### src/rtl/popcount_arb_pkg.sv
// Shared constants, width helpers and result record for the popcount round-robin arbiter.
package popcount_arb_pkg;

    localparam int unsigned STAT_W    = 16;
    localparam int unsigned DEF_N_REQ = 4;
    localparam int unsigned DEF_WIDTH = 32;

    function automatic int unsigned id_w(input int unsigned n);
        return (n < 2) ? 1 : $clog2(n);
    endfunction

    function automatic int unsigned cnt_w(input int unsigned w);
        return $clog2(w) + 1;
    endfunction

    // Buffered result layout at the default configuration; parameterised users re-declare it at their widths.
    typedef struct packed {
        logic [cnt_w(DEF_WIDTH)-1:0] data;
        logic [id_w(DEF_N_REQ)-1:0]  id;
    } res_entry_t;

endpackage

### src/rtl/bit_population_counter.sv
// Single-cycle registered population counter; result and valid appear one clock after data_val_i.
module bit_population_counter
    import popcount_arb_pkg::*;
#(
    parameter  int unsigned WIDTH = 32,
    localparam int unsigned CNT_W = cnt_w(WIDTH)
) (
    input  logic             clk_i,
    input  logic             srst_i,
    input  logic [WIDTH-1:0] data_i,
    input  logic             data_val_i,
    output logic [CNT_W-1:0] cnt_o,
    output logic             cnt_val_o
);

    logic [CNT_W-1:0] cnt_p1;
    logic             vld_p1;

    function automatic logic [CNT_W-1:0] popcnt(input logic [WIDTH-1:0] d);
        logic [CNT_W-1:0] sum;
        sum = '0;
        for (int i = 0; i < int'(WIDTH); i++) begin
            sum = sum + CNT_W'(d[i]);
        end
        return sum;
    endfunction

    // Stage p0 -> p1
    always_ff @(posedge clk_i) begin
        if (srst_i) begin
            vld_p1 <= 1'b0;
        end else begin
            vld_p1 <= data_val_i;
        end
    end

    always_ff @(posedge clk_i) begin
        if (data_val_i) begin
            cnt_p1 <= popcnt(data_i);
        end
    end

    assign cnt_o     = cnt_p1;
    assign cnt_val_o = vld_p1;

endmodule

### src/rtl/rr_arbiter.sv
// Round-robin one-hot arbiter with binary index output; the pointer advances past each accepted grant.
module rr_arbiter
    import popcount_arb_pkg::*;
#(
    parameter  int unsigned N    = 4,
    localparam int unsigned ID_W = id_w(N)
) (
    input  logic            clk_i,
    input  logic            srst_i,
    input  logic [N-1:0]    req_i,
    input  logic            en_i,
    output logic [N-1:0]    grant_o,
    output logic [ID_W-1:0] idx_o
);

    logic [ID_W-1:0] ptr_q;

    // Search upward from the pointer, wrapping modulo N; the first asserted request wins.
    always_comb begin
        logic            found;
        logic [ID_W:0]   sum;
        logic [ID_W-1:0] j;
        grant_o = '0;
        idx_o   = '0;
        found   = 1'b0;
        sum     = '0;
        j       = '0;
        for (int k = 0; k < int'(N); k++) begin
            sum = {1'b0, ptr_q} + (ID_W+1)'(k);
            if (sum >= (ID_W+1)'(N)) begin
                sum = sum - (ID_W+1)'(N);
            end
            j = sum[ID_W-1:0];
            if (!found && req_i[j]) begin
                found      = 1'b1;
                grant_o[j] = 1'b1;
                idx_o      = j;
            end
        end
    end

    always_ff @(posedge clk_i) begin
        if (srst_i) begin
            ptr_q <= '0;
        end else if (en_i && |req_i) begin
            ptr_q <= (idx_o == ID_W'(N - 1)) ? '0 : idx_o + 1'b1;
        end
    end

endmodule

### src/rtl/popcount_rr_arbiter.sv
// Shares one population counter among N_REQ requesters with round-robin grant and a 2-entry result buffer.
// Optional per-requester grant statistics are enabled with the POPCOUNT_ARB_STATS_EN macro.
module popcount_rr_arbiter
    import popcount_arb_pkg::*;
#(
    parameter  int unsigned N_REQ = 4,
    parameter  int unsigned WIDTH = 32,
    localparam int unsigned ID_W  = id_w(N_REQ),
    localparam int unsigned CNT_W = cnt_w(WIDTH)
) (
    input  logic                        clk_i,
    input  logic                        srst_i,
    input  logic [N_REQ-1:0][WIDTH-1:0] req_data_i,
    input  logic [N_REQ-1:0]            req_val_i,
    output logic [N_REQ-1:0]            req_rdy_o,
    output logic [CNT_W-1:0]            res_data_o,
    output logic [ID_W-1:0]             res_id_o,
    output logic                        res_val_o,
    input  logic                        res_rdy_i
`ifdef POPCOUNT_ARB_STATS_EN
    ,
    input  logic                        stat_clr_i,
    output logic [N_REQ-1:0][STAT_W-1:0] stat_cnt_o
`endif
);

    typedef struct packed {
        logic [CNT_W-1:0] data;
        logic [ID_W-1:0]  id;
    } entry_t;

    logic [N_REQ-1:0] grant;
    logic [ID_W-1:0]  gnt_idx;
    logic             accept_en;
    logic             xfer_p0;
    logic             inflight_p1;
    logic [ID_W-1:0]  inflight_id_p1;
    logic [CNT_W-1:0] cnt_p1;
    logic             cnt_vld_p1;
    entry_t           fifo_mem [2];
    logic             wr_ptr;
    logic             rd_ptr;
    logic [1:0]       fifo_cnt;
    logic [1:0]       occ;
    logic             push;
    logic             pop;
    entry_t           head;

    rr_arbiter #(.N(N_REQ)) u_arb (
        .clk_i   (clk_i),
        .srst_i  (srst_i),
        .req_i   (req_val_i),
        .en_i    (accept_en),
        .grant_o (grant),
        .idx_o   (gnt_idx)
    );

    assign req_rdy_o = grant & {N_REQ{accept_en}};
    assign xfer_p0   = |req_rdy_o;

    bit_population_counter #(.WIDTH(WIDTH)) u_cnt (
        .clk_i      (clk_i),
        .srst_i     (srst_i),
        .data_i     (req_data_i[gnt_idx]),
        .data_val_i (xfer_p0),
        .cnt_o      (cnt_p1),
        .cnt_val_o  (cnt_vld_p1)
    );

    // Stage p0 -> p1: tag travels beside the counter operand
    always_ff @(posedge clk_i) begin
        if (srst_i) begin
            inflight_p1 <= 1'b0;
        end else begin
            inflight_p1 <= xfer_p0;
        end
    end

    always_ff @(posedge clk_i) begin
        if (xfer_p0) begin
            inflight_id_p1 <= gnt_idx;
        end
    end

    // Counting the in-flight result reserves its buffer slot, so the non-stallable counter never overruns.
    assign push      = cnt_vld_p1;
    assign pop       = res_val_o && res_rdy_i;
    assign occ       = fifo_cnt + {1'b0, inflight_p1};
    assign accept_en = (occ - {1'b0, pop}) < 2'd2;

    // Stage p1 -> p2: result buffer
    always_ff @(posedge clk_i) begin
        if (srst_i) begin
            wr_ptr   <= 1'b0;
            rd_ptr   <= 1'b0;
            fifo_cnt <= 2'd0;
        end else begin
            wr_ptr   <= wr_ptr ^ push;
            rd_ptr   <= rd_ptr ^ pop;
            fifo_cnt <= fifo_cnt + {1'b0, push} - {1'b0, pop};
        end
    end

    always_ff @(posedge clk_i) begin
        if (push) begin
            fifo_mem[wr_ptr] <= '{data: cnt_p1, id: inflight_id_p1};
        end
    end

    assign head       = fifo_mem[rd_ptr];
    assign res_val_o  = (fifo_cnt != 2'd0);
    assign res_data_o = res_val_o ? head.data : '0;
    assign res_id_o   = res_val_o ? head.id   : '0;

`ifdef POPCOUNT_ARB_STATS_EN
    logic [N_REQ-1:0][STAT_W-1:0] stat_cnt_q;

    function automatic logic [STAT_W-1:0] sat_inc(input logic [STAT_W-1:0] v);
        return (v == '1) ? v : v + STAT_W'(1);
    endfunction

    always_ff @(posedge clk_i) begin
        if (srst_i || stat_clr_i) begin
            stat_cnt_q <= '0;
        end else begin
            for (int i = 0; i < int'(N_REQ); i++) begin
                if (req_rdy_o[i]) begin
                    stat_cnt_q[i] <= sat_inc(stat_cnt_q[i]);
                end
            end
        end
    end

    assign stat_cnt_o = stat_cnt_q;
`endif

endmodule

### config.mk
export PLATFORM = sky130hd
export DESIGN_NAME = popcount_rr_arbiter
export DESIGN_NICKNAME = d
export VERILOG_FILES = /design/src/rtl/popcount_arb_pkg.sv /design/src/rtl/bit_population_counter.sv /design/src/rtl/rr_arbiter.sv /design/src/rtl/popcount_rr_arbiter.sv
export SDC_FILE = /design/constraint.sdc
export NUM_CORES = 1
export LEC_CHECK = 0
export CORE_ASPECT_RATIO = 1.25
export CORE_MARGIN = 2
export CORE_UTILIZATION = 39
export DETAILED_ROUTE_END_ITERATION = 10
export GPL_TIMING_DRIVEN = 0
export PLACE_DENSITY = 0.83
export SYNTH_ARGS = -nofsm -noshare
export SYNTH_HDL_FRONTEND = slang
export SYNTH_SLANG_ARGS = --single-unit
### constraint.sdc
create_clock -name clk_i -period 7.9 [get_ports clk_i]
set_clock_uncertainty 0.1 [all_clocks]
set_input_delay 0.79 -clock clk_i [delete_from_list [all_inputs] [get_ports clk_i]]
set_output_delay 0.79 -clock clk_i [all_outputs]
set_load 0.1 [all_outputs]
# ---- Word-level counts from Yosys, hierarchy flattened
# Memory sizes are Yosys's and may differ from the RTL's. A register that Yosys moved wholly into a read port is not among the register bits.
# Cells that the tools add are included.
dict set report op_classes {
  n_addsub 41
  mul 0
  div_mod_pow 0
  order_cmp 14
  eq_ne 1
  n_shift 0
  n_mux 39
  n_bitwise 6
  n_reduce_logical 15
}
# operator count
set ops {}
lappend ops {{adder 6 x 1 -> 6 bit} 30}
lappend ops {{binary-select mux 32 bit (select 2 bit)} 1}
lappend ops {{2-to-1 mux 32 bit} 1}
lappend ops {{2-to-1 mux 2 bit} 10}
lappend ops {{2-to-1 mux 4 bit} 4}
lappend ops {{< comparator 2 x 3 -> 1 bit (second input constant)} 5}
lappend ops {{2-to-1 mux 1 bit} 14}
lappend ops {{OR 4 bit} 3}
lappend ops {{>= comparator 3 bit (second input constant)} 3}
lappend ops {{logical AND 1 bit} 9}
lappend ops {{binary-select mux 1 bit (select 2 bit)} 4}
lappend ops {{demux 1 bit (select 2 bit)} 4}
lappend ops {{>= comparator 2 x 1 -> 1 bit (second input constant)} 4}
lappend ops {{OR reduction 4 bit} 2}
lappend ops {{subtractor 2 x 1 -> 2 bit (second input constant)} 4}
lappend ops {{adder 2 x 2 -> 3 bit (second input constant)} 2}
lappend ops {{2-to-1 mux 6 bit} 1}
lappend ops {{bitwise AND 4 bit} 1}
lappend ops {{adder 2 x 1 -> 3 bit (second input constant)} 1}
lappend ops {{>= comparator 2 x 3 -> 1 bit (second input constant)} 1}
lappend ops {{logical NOT 1 bit} 3}
lappend ops {{adder 1 x 1 -> 2 bit} 1}
lappend ops {{adder 2 x 1 -> 2 bit} 1}
lappend ops {{adder 2 x 1 -> 2 bit (second input constant)} 1}
lappend ops {{5 further kinds} 6}
dict set report totals {
  register_bits 15
  latchBits 0
  ram_bits 16
  mem_bits_ro 0
  word_cells 124
  n_memories 1
}
# name words width read_ports rd_clocked_by_memory_dff write_ports line
set mem_list {}
lappend mem_list {fifo_mem 2 8 1 1 1 popcount_rr_arbiter.sv:40} ;# entry_t fifo_mem [2];

# ---- Logic depth before layout (Yosys ltp)
# Gate-level depths: netlist of the first run.
dict set report logic_depth {
  word_depth 47
  depth_mapped 27
  ltp_nobuf 23
}

# ---- Hierarchy
# From an unflattened synthesis of the first run, not the netlist that was laid out.
dict set report unflattened {
  hier_cells 245
  hier_area_um2 3154.3
}
# module instances cells_per_inst area_each_um2
set by_module_without_submodules {}
lappend by_module_without_submodules {popcount_rr_arbiter 1 107 1695.4}
lappend by_module_without_submodules {bit_population_counter 1 81 964.7}
lappend by_module_without_submodules {rr_arbiter 1 57 494.2}

# ---- Worst setup path after synthesis of the first run
# No wires, ideal clock.
dict set report synth_timing {
  path_type {register to register}
  start {register u_arb.ptr_q[1]}
  end {register u_cnt.cnt_p1[4], in the netlist u_cnt.cnt_o[4], data pin}
  setup_ps 258
  arrival_time_ps 7676
  t_required_ps 7542
  path_slack_ps -134
  path_stages_with_launch 25
  n_path_buf 4
  synth_period_minus_slack_ps 8034
  cell_sequence {dfxtp_1 > clkbuf_1 > inv_1 > ha_1 > buf_6 > or3b_1 > a2111o_1 > a32oi_4 > buf_12 > buf_8 > mux4_2 > ha_1 > fa_1 > fa_1 > fa_1 > fa_1 > inv_1 > fa_1 > fa_1 > fa_1 > fa_1 > inv_1 > a21o_1 > a21oi_1 > xnor2_1}
}
dict set report synth_via {
  elab_chain_len 47
  elab_cells_between_ends 69
  cone_classes {add/sub: 38; order compare: 4; mux: 21; reduce/logical: 6}
}
# item line
set synth_lines {}
lappend synth_lines {{start: declaration} rr_arbiter.sv:16} ;# logic [ID_W-1:0] ptr_q;
lappend synth_lines {{start signal: assignment} rr_arbiter.sv:46} ;# ptr_q <= (idx_o == ID_W'(N - 1)) ? '0 : idx_o + 1'b1;
lappend synth_lines {{branches (longest 13 deep; another with adder 2 x 1 -> 3 bit)} --}
lappend synth_lines {{2-to-1 mux 2 bit *} rr_arbiter.sv:34} ;# if (!found && req_i[j]) begin
lappend synth_lines {{named net gnt_idx[0]} popcount_rr_arbiter.sv:33} ;# logic [ID_W-1:0] gnt_idx;
lappend synth_lines {{binary-select mux 32 bit (select 2 bit) *} popcount_rr_arbiter.sv:64} ;# .data_i (req_data_i[gnt_idx]),
lappend synth_lines {{2-to-1 mux 32 bit (implied by the code) *} popcount_rr_arbiter.sv:64}
lappend synth_lines {{adder 1 x 1 -> 2 bit} bit_population_counter.sv:23} ;# sum = sum + CNT_W'(d[i]);
lappend synth_lines {{adder 6 x 1 -> 6 bit (29 in a row)} bit_population_counter.sv:23}
lappend synth_lines {{adder 6 x 1 -> 6 bit *} bit_population_counter.sv:23}
lappend synth_lines {{end signal: assignment} bit_population_counter.sv:39} ;# cnt_p1 <= popcnt(data_i);
lappend synth_lines {{end: declaration} bit_population_counter.sv:16} ;# logic [CNT_W-1:0] cnt_p1;
# Mark *: on every way through the listed nets, which the timed path passes. The select of a mux whose other input is x is not followed.
# A chain may end at the register's enable or synchronous reset.

# ---- Worst setup path in the final report of the first run
# Ends and elaborated chain as after synthesis.

==> impl_metrics.ini, run 1 <==
[global_route]
antenna_found_initial = 0
grt_pass1_wl_um = 12300
grt_use_total = 0.167
grt_max_degree = 11
gr-total-overflow = 0
grt_pass1_vias = 2864

[floorplanning]
die_x_um = 88.0
ios = 148
start_util = 0.399
coreArea_um2 = 8610
die_h_um = 109
die_area_um2 = 9580
rows = 38

[sta]
max_slew_margin = 0.352
worst_slack_ns = 0.273
max_freq_ghz = 0.131
finalSetupViolCount = 0
maxSlewViolCount = 0
worst_slew_pin_slew_ns = 0.968
finalCritPeriodShare = 0.965
hold_viol = 0
fin_crit_ns = 7.63

[finish]
mostFrequentLayoutCells = clkdlybuf4s50_1, inv_1, edfxtp_1, fa_1
drive_gt1_frac = 0.121
diodes = 0
syn_to_final_growth_pct = 52.3
final_util = 0.608
layout_commonest_cell = clkdlybuf4s50_1
nets = 601

[critical_path]
crit_path_end_kind = register
r2r_slack_ns = 0.27
cp-start-kind = register
r2r.worst_path.cells = 24
critPathRequiredTime_ns = 7.84
path_class = reg2reg
critPathMaxFanout = 10
arrival_ns = 7.56
r2r_end = u_cnt.cnt_o[4]$_DFFE_PP_
r2r_start = u_arb.ptr_q[1]$_SDFFE_PP0P_
startpoint = u_arb.ptr_q[1]$_SDFFE_PP0P_

[clock_tree]
clockRootBuffer = clkbuf_8
clk_latency_ns = 0.29
clockBufferDepth = 2
clkTransAtPathRegs_ns = 0.07
cts_buffers = 5
postCtsHoldBufs = 0
cts_sinks = 31
cts_tree = yes
ctsHtreeMaxLevel = 2

[min_path]
min-delay-start = u_cnt.cnt_o[3]$_DFFE_PP_
hold_path_depth = 0
min_to = fifo_mem[0][5]$_DFFE_PP_
hp-class = reg2reg

[synth]
synth_cells = 265
syn_nets = 444
ys_types = 44
syn_area_um2 = 3440
synth_seq_area_share = 0.250
synth_seq_cells = 31
synthFlopType = edfxtp_1
async_flop_share = 0
yosysWarnings = 0
syn_avg_cell_area_um2 = 13.0
synth_edf_count = 24

[drt]
route.detailed.drc = 0
dr.pass1.iters = 4
final_antenna_net_count = 0
routed_wirelength_um = 8000
routedWlPerCell_um = 14.7
vias = 2711
via_per_inst = 4.99
drtIter0Drc = 87

[flow_run]
max-cap-violations = 0

[placement]
place_ws_ns = -0.587
dp_hpwl_um = 6940
portBuffers = 147
place.gp.congestion = 0.840

[outcome]
status = completed
registers in the layout (all words and copies together), names as in the netlist:
| signal | flops |
|---|---|
| rd_ptr | 1 |
| inflight_p1 | 1 |
| inflight_id_p1 | 2 |
| u_arb.ptr_q | 2 |
| fifo_mem | 16 |
| wr_ptr | 1 |
| fifo_cnt | 2 |
| u_cnt.cnt_o | 6 |
layout make-up:
cell class	instances	area, um^2
fill	675	3370
inverter	55	206
clock inverter	2	35.0
buffer	14	139
tap	120	150
sequential	31	866
clock buffer	6	82.6
timing repair buffer	151	1510
multi-input combinational	164	2240
critical path: stages, from the launching register on:
cell and delay [ns]:
dfxtp_4 0.37, clkbuf_8 0.16, inv_1 0.08, ha_1 0.29, buf_6 0.15, or3b_1 0.37, a2111o_1 0.48, a32oi_4 0.32
buf_12 0.14, buf_8 0.14, mux4_2 0.34, ha_4 0.26, fa_1 0.55, fa_1 0.44, fa_1 0.50, fa_1 0.56
inv_1 0.06, fa_1 0.55, fa_1 0.43, fa_2 0.37, fa_2 0.36, inv_1 0.06, a21o_1 0.11, a21oi_1 0.07
xnor2_1 0.12
cells by family (layout without fill, tap and decap cells):
kind of cell | after synthesis | in the layout | share of synthesized area
multiplexers | 48 | 48 | 0.290
AND/OR/NAND/NOR | 41 | 41 | 0.0633
flip-flops | 31 | 31 | 0.250
AO/OA/AOI/OAI | 25 | 25 | 0.0633
buffers and inverters | 70 | 228 | 0.101
adder cells (fa/ha/maj) | 44 | 44 | 0.213
XOR/XNOR | 6 | 6 | 0.0193
timing repair:
| action | 4_1_cts | 5_1_grt |
|---|---|---|
| setup endpoints to repair | 5 | 2 |
| resized for setup | 5 | 6 |
| gates cloned | 0 | 0 |
| pin swaps | 3 | 7 |
| buffers inserted | 4 | 0 |
how the worst max path moves through the flow:
stage / cells past startpoint / to / slack (ns)
6_report: 24 / u_cnt.cnt_o[4]$_DFFE_PP_ / 0.27
5_1_grt: 23 / u_cnt.cnt_o[4]$_DFFE_PP_ / -0.0009
4_1_cts: 25 / u_cnt.cnt_o[4]$_DFFE_PP_ / 0.04
3_5_place_dp: 21 / u_cnt.cnt_o[4]$_DFFE_PP_ / -0.59
3_3_place_gp: 21 / u_cnt.cnt_o[4]$_DFFE_PP_ / -0.54
2_1_floorplan: 24 / u_cnt.cnt_o[4]$_DFFE_PP_ / 0.009
layer usage:
layer  vias up  part of all wire  track usage
met1      1287              0.33        0.172
met5         -                 0            0
met4         0             0.023       0.0604
li1       1280                 -            -
met2       125              0.58        0.328
met3        19             0.059       0.0288
through the flow:
stage          hold WS [ns]  instance area [um^2]   TNS [ns]  std cells
2_1_floorplan         0.321                  3440          0        265
3_3_place_gp          0.325                  5060      -1.43        532
3_5_place_dp          0.343                  5060      -1.87        532
4_1_cts               0.350                  5230          0        544
5_1_grt               0.363                  5240  -0.000922        543
6_report              0.346                  5240          0        543
cells in the mapped netlist (2+ instances only):
cell type  instances  share of area
a21oi_1            8          0.012
a311oi_1           4          0.010
clkbuf_1           3         0.0033
nor3b_1            2         0.0044
mux4_2            15          0.098
and3_1             3         0.0055
mux2_2             3         0.0098
xnor2_1            4          0.010
inv_1             55          0.060
mux4_1            20           0.15
dfxtp_1            7          0.041
buf_6              5          0.016
edfxtp_1          24           0.21
buf_4              3         0.0066
a211oi_1           2         0.0044
nand2_1            6         0.0066
mux2i_1           10          0.029
fa_1              24           0.14
nor2b_1            4         0.0073
nand2b_1           2         0.0036
nand3b_1           5          0.011
ha_1              20          0.073
nor2_1            15          0.016
Power of run 1 is not shown: default switching activity piles up to over one toggle a cycle in this logic, so the estimate is an artifact.
==> run 2, diff against run 1 <==
--- a/config.mk
+++ b/config.mk
@@ -5,6 +5,7 @@
 export SDC_FILE = /design/constraint.sdc
 export NUM_CORES = 1
 export LEC_CHECK = 0
+export CAP_MARGIN = 40
 export CORE_ASPECT_RATIO = 1.25
 export CORE_MARGIN = 2
 export CORE_UTILIZATION = 39
==> run 2 against run 1 <==
  * Fmax up 0.24%
  * Via count increased by 3.3%
  * Global-route usage grew 0.65 points
==> impl_metrics.ini, run 2 (synthesized netlist as in run 1, its figures left out) <==
[finish]
syn_to_final_growth_pct = 58.2
layout_commonest_cell = clkdlybuf4s50_1
diodes = 0
largest-register = fifo_mem
fillers = 648
drive_gt1_frac = 0.151
nets = 615
largest_reg_flops = 16
mostFrequentLayoutCells = clkdlybuf4s50_1, inv_1, edfxtp_1, fa_1

[clock_tree]
clockRootBuffer = clkbuf_8
cts_tree = yes
cts_sinks = 31
cts_buffers = 5
clkTransAtPathRegs_ns = 0.07
clk_latency_ns = 0.28
ctsHtreeMaxLevel = 2
clockBufferDepth = 2

[critical_path]
path_class = reg2reg
r2r.worst_path.cells = 24
critPathMaxFanout = 10
crit_path_end_kind = register
critPathRequiredTime_ns = 7.83
cp-start-kind = register
r2r_slack_ns = 0.29
arrival_ns = 7.54
r2r_end = u_cnt.cnt_o[4]$_DFFE_PP_
r2r_start = u_arb.ptr_q[1]$_SDFFE_PP0P_

[global_route]
gr-total-overflow = 0
grt_max_degree = 11
grt_pass1_wl_um = 12800
grt_pass1_vias = 2976
antenna_found_initial = 0
grt_use_total = 0.173

[min_path]
hp-class = reg2reg
min-delay-start = inflight_id_p1[1]$_DFFE_PP_
min_to = fifo_mem[1][1]$_DFFE_PP_
hold_path_depth = 0

[drt]
dr.pass1.iters = 5
drtIter0Drc = 110
vias = 2800
routedWlPerCell_um = 14.6
final_antenna_net_count = 0
route.detailed.drc = 0
routed_wirelength_um = 8140
via_per_inst = 5.03

[sta]
hold_viol = 0
maxSlewViolCount = 0
max_freq_ghz = 0.131
finalCritPeriodShare = 0.963
worst_slew_pin_slew_ns = 0.601
hold_ws_ns = 0.345
finalSetupViolCount = 0
rsz0062_at_grt = false
fin_crit_ns = 7.61
max_slew_margin = 0.599

[floorplanning]
ios = 148
rows = 38
coreArea_um2 = 8610
die_x_um = 88.0
start_util = 0.399
die_area_um2 = 9580
die_h_um = 109

[outcome]
status = completed

[placement]
dp_hpwl_um = 7040
place.gp.congestion = 0.840
portBuffers = 147

[flow_run]
max-cap-violations = 0
run 2: repair_timing:
item	in CTS	in global routing
pin swaps	3	7
resized for setup	5	7
setup buffers	4	1
hold buffers	0	0
endpoints found under the setup margin	5	2
run 2: critical path, cell delays in order (launching register included):
cell and delay (ns):
dfxtp_4 0.37, clkbuf_8 0.16, inv_2 0.06, ha_1 0.28
buf_6 0.15, or3b_1 0.38, a2111o_1 0.48, a32oi_4 0.32
buf_12 0.14, buf_8 0.14, mux4_2 0.34, ha_4 0.26
fa_1 0.55, fa_1 0.44, fa_1 0.50, fa_1 0.55
inv_1 0.06, fa_1 0.55, fa_1 0.43, fa_2 0.37
fa_2 0.36, inv_1 0.07, a21o_1 0.10, a21oi_1 0.07
xnor2_1 0.13
run 2: area by class of cell:
class / instances / area (um^2) / area share
inverter: 55 / 206 / 0.0380
multi-input combinational: 164 / 2240 / 0.413
timing repair buffer: 165 / 1720 / 0.315
tap: 120 / 150 / 0.0276
sequential: 31 / 866 / 0.159
clock buffer: 6 / 82.6 / 0.0152
clock inverter: 2 / 35.0 / 0.00644
buffer: 14 / 139 / 0.0255
run 2: per-layer routing:
layer / global-route usage / share of wire / wire length [um]
met1: 0.179 / 0.34 / 2760
met2: 0.343 / 0.58 / 4760
met3: 0.0371 / 0.059 / 481
met4: 0.0462 / 0.017 / 141
met5: 0 / 0 / 0
run 2: per-stage QoR:
step | setup TNS, ns | util | setup WS [ns] | cell area [um^2] | std cells
after floorplan | 0 | - | 0.00938 | 3440 | 265
after global placement | -1.43 | 0.588 | -0.538 | 5060 | 532
after detailed placement | -1.87 | 0.611 | -0.591 | 5260 | 545
after CTS | 0 | 0.630 | 0.0248 | 5420 | 557
after global routing | 0 | 0.632 | 0.0348 | 5440 | 557
final | 0 | 0.632 | 0.291 | 5440 | 557
run 2: worst max path at each step:
| stage | from | end | slack, ns | cells past startpoint |
|---|---|---|---|---|
| after floorplan | u_arb.ptr_q[1]$_SDFFE_PP0P_ | u_cnt.cnt_o[4]$_DFFE_PP_ | 0.009 | 24 |
| after global placement | req_val_i[2] | u_cnt.cnt_o[4]$_DFFE_PP_ | -0.54 | 21 |
| after detailed placement | req_val_i[2] | u_cnt.cnt_o[4]$_DFFE_PP_ | -0.59 | 21 |
| after CTS | u_arb.ptr_q[1]$_SDFFE_PP0P_ | u_cnt.cnt_o[4]$_DFFE_PP_ | 0.02 | 25 |
| after global routing | u_arb.ptr_q[1]$_SDFFE_PP0P_ | u_cnt.cnt_o[4]$_DFFE_PP_ | 0.03 | 23 |
| final | u_arb.ptr_q[1]$_SDFFE_PP0P_ | u_cnt.cnt_o[4]$_DFFE_PP_ | 0.29 | 24 |
Power of run 2 is left out for the same reason.
==> run 3, diff against run 2 <==
--- a/config.mk
+++ b/config.mk
@@ -12,6 +12,7 @@
 export DETAILED_ROUTE_END_ITERATION = 10
 export GPL_TIMING_DRIVEN = 0
 export PLACE_DENSITY = 0.83
+export REMOVE_ABC_BUFFERS = 1
 export SYNTH_ARGS = -nofsm -noshare
 export SYNTH_HDL_FRONTEND = slang
 export SYNTH_SLANG_ARGS = --single-unit
==> constraint.sdc (replaced) <==
create_clock -name clk_i -period 6.8 [get_ports clk_i]
set_clock_uncertainty 0.1 [all_clocks]
set_input_delay 0.68 -clock clk_i [delete_from_list [all_inputs] [get_ports clk_i]]
set_output_delay 0.68 -clock clk_i [all_outputs]
set_load 0.1 [all_outputs]
==> run 3 against run 2 <==
  * The run now ends with negative setup slack left
  * First-iteration DRC count rose by 1.8%
  * Via count rose by 0.61%
  * Flip-flop and latch count did not move
  * Die area did not move
  * Setup slack got worse by 0.47 ns
  * Final area rose by 1.5%
  * Critical endpoint unchanged
  * Highest routed layer unchanged
==> impl_metrics.ini, run 3 (synthesized netlist as in run 1, its figures left out) <==
[outcome]
status = finished with violations
violations = negative setup slack

[global_route]
grt_max_degree = 22
grt_pass1_vias = 3094
grt_use_total = 0.182
gr-total-overflow = 0
grt_pass1_wl_um = 13600
antenna_found_initial = 1

[clock_tree]
ctsHtreeMaxLevel = 2
clk_latency_ns = 0.27
cts_buffers = 5
clockRootBuffer = clkbuf_8
cts_tree = yes
clockBufferDepth = 2
cts_sinks = 31
clkTransAtPathRegs_ns = 0.06

[critical_path]
startpoint = u_arb.ptr_q[0]$_SDFFE_PP0P_
r2r.worst_path.cells = 22
path_class = reg2reg
crit_path_end_kind = register
r2r_slack_ns = -0.18
critPathMaxFanout = 7
critPathRequiredTime_ns = 6.73
arrival_ns = 6.91
r2r_start = u_arb.ptr_q[0]$_SDFFE_PP0P_
r2r_end = u_cnt.cnt_o[4]$_DFFE_PP_
cp-start-kind = register
endpoint = u_cnt.cnt_o[4]$_DFFE_PP_

[placement]
place.gp.congestion = 0.746
dp_hpwl_um = 6730
portBuffers = 147

[drt]
dr.pass1.iters = 6
vias = 2817
route.detailed.drc = 0
via_per_inst = 4.99
routed_wirelength_um = 8490
final_antenna_net_count = 0
routedWlPerCell_um = 15.0
drtIter0Drc = 112

[finish]
drive_gt1_frac = 0.209
nets = 622
final_util = 0.641
mostFrequentLayoutCells = clkdlybuf4s50_1, inv_1, edfxtp_1, mux4_2, fa_1
syn_to_final_growth_pct = 60.6
largest-register = fifo_mem
layout_commonest_cell = clkdlybuf4s50_1
largest_reg_flops = 16

[sta]
rsz0062_at_grt = true
max_slew_margin = 0.610
setup_tns_ns = -0.388
maxSlewViolCount = 0
finalCritPeriodShare = 1.03
finalSetupViolCount = 4
max_freq_ghz = 0.143
hold_viol = 0
hold_ws_ns = 0.354
fin_crit_ns = 6.98
worst_slew_pin_slew_ns = 0.583
worst_slack_ns = -0.183

[floorplanning]
die_x_um = 88.0
die_area_um2 = 9580
ios = 148
rows = 38
start_util = 0.399
coreArea_um2 = 8610
die_h_um = 109

[min_path]
hp-class = reg2reg

[flow_run]
max-cap-violations = 0
==> run 3: worst max-delay path, cell delays in order, from the launching register on <==
cell	delay (ns)
dfxtp_4	0.37
clkinvlp_4	0.10
ha_4	0.22
or3b_1	0.35
a2111o_1	0.42
a32oi_4	0.32
buf_6	0.20
mux4_2	0.51
inv_2	0.07
fa_1	0.44
fa_1	0.48
fa_1	0.51
inv_2	0.04
fa_1	0.53
inv_1	0.05
fa_1	0.49
fa_1	0.43
fa_2	0.38
fa_2	0.38
inv_1	0.06
a21o_1	0.12
a21oi_2	0.05
xnor2_1	0.12
==> run 3: stage by stage <==
step / cells / cell area, um^2 / setup WS [ns]
floorplan: 250 / 3300 / -1.63
global placement: 517 / 4920 / -2.31
detailed placement: 532 / 5160 / -1.88
CTS: 565 / 5540 / -0.263
global route: 565 / 5520 / -0.398
finish: 565 / 5520 / -0.183
==> run 3: area by class of cell <==
| type | instances | area [um^2] |
|---|---|---|
| diodes | 1 | 2.50 |
| clock buffers | 7 | 108 |
| clock inverters | 1 | 5.00 |
| fillers | 646 | 3090 |
| inverters | 55 | 214 |
| multi-input cells | 164 | 2250 |
| flip-flops and latches | 31 | 868 |
| well taps | 120 | 150 |
| repair buffers | 186 | 1930 |
==> run 3: timing repair <==
item,in CTS,in global routing
pin swaps,24,2
setup endpoints to repair,6,5
endpoints found under the hold margin,0,0
gates resized for setup,41,3
cloned,1,0
hold buffers,0,0
buffers inserted,24,2
==> run 3: how the worst min path moves through the flow <==
stage                                      startpoint                       end  slack, ns  cells after the start
final                        u_cnt.cnt_o[3]$_DFFE_PP_  fifo_mem[1][5]$_DFFE_PP_       0.35                      0
after global routing         u_cnt.cnt_o[1]$_DFFE_PP_  fifo_mem[0][3]$_DFFE_PP_       0.36                      0
after CTS                    u_cnt.cnt_o[1]$_DFFE_PP_  fifo_mem[1][3]$_DFFE_PP_       0.35                      0
after detailed placement     u_cnt.cnt_o[1]$_DFFE_PP_  fifo_mem[0][3]$_DFFE_PP_       0.34                      0
after global placement       u_cnt.cnt_o[0]$_DFFE_PP_  fifo_mem[0][2]$_DFFE_PP_       0.33                      0
after floorplan           inflight_id_p1[0]$_DFFE_PP_  fifo_mem[0][0]$_DFFE_PP_       0.32                      0
==> run 3: per-layer routing <==
layer	vias up	wire length [um]	GRT usage
met3	12	471	0.0310
met4	0	156	0.0626
met2	121	4960	0.357
met5	-	0	0
met1	1365	2900	0.190
li1	1319	-	-
Power of run 3 is left out for the same reason.
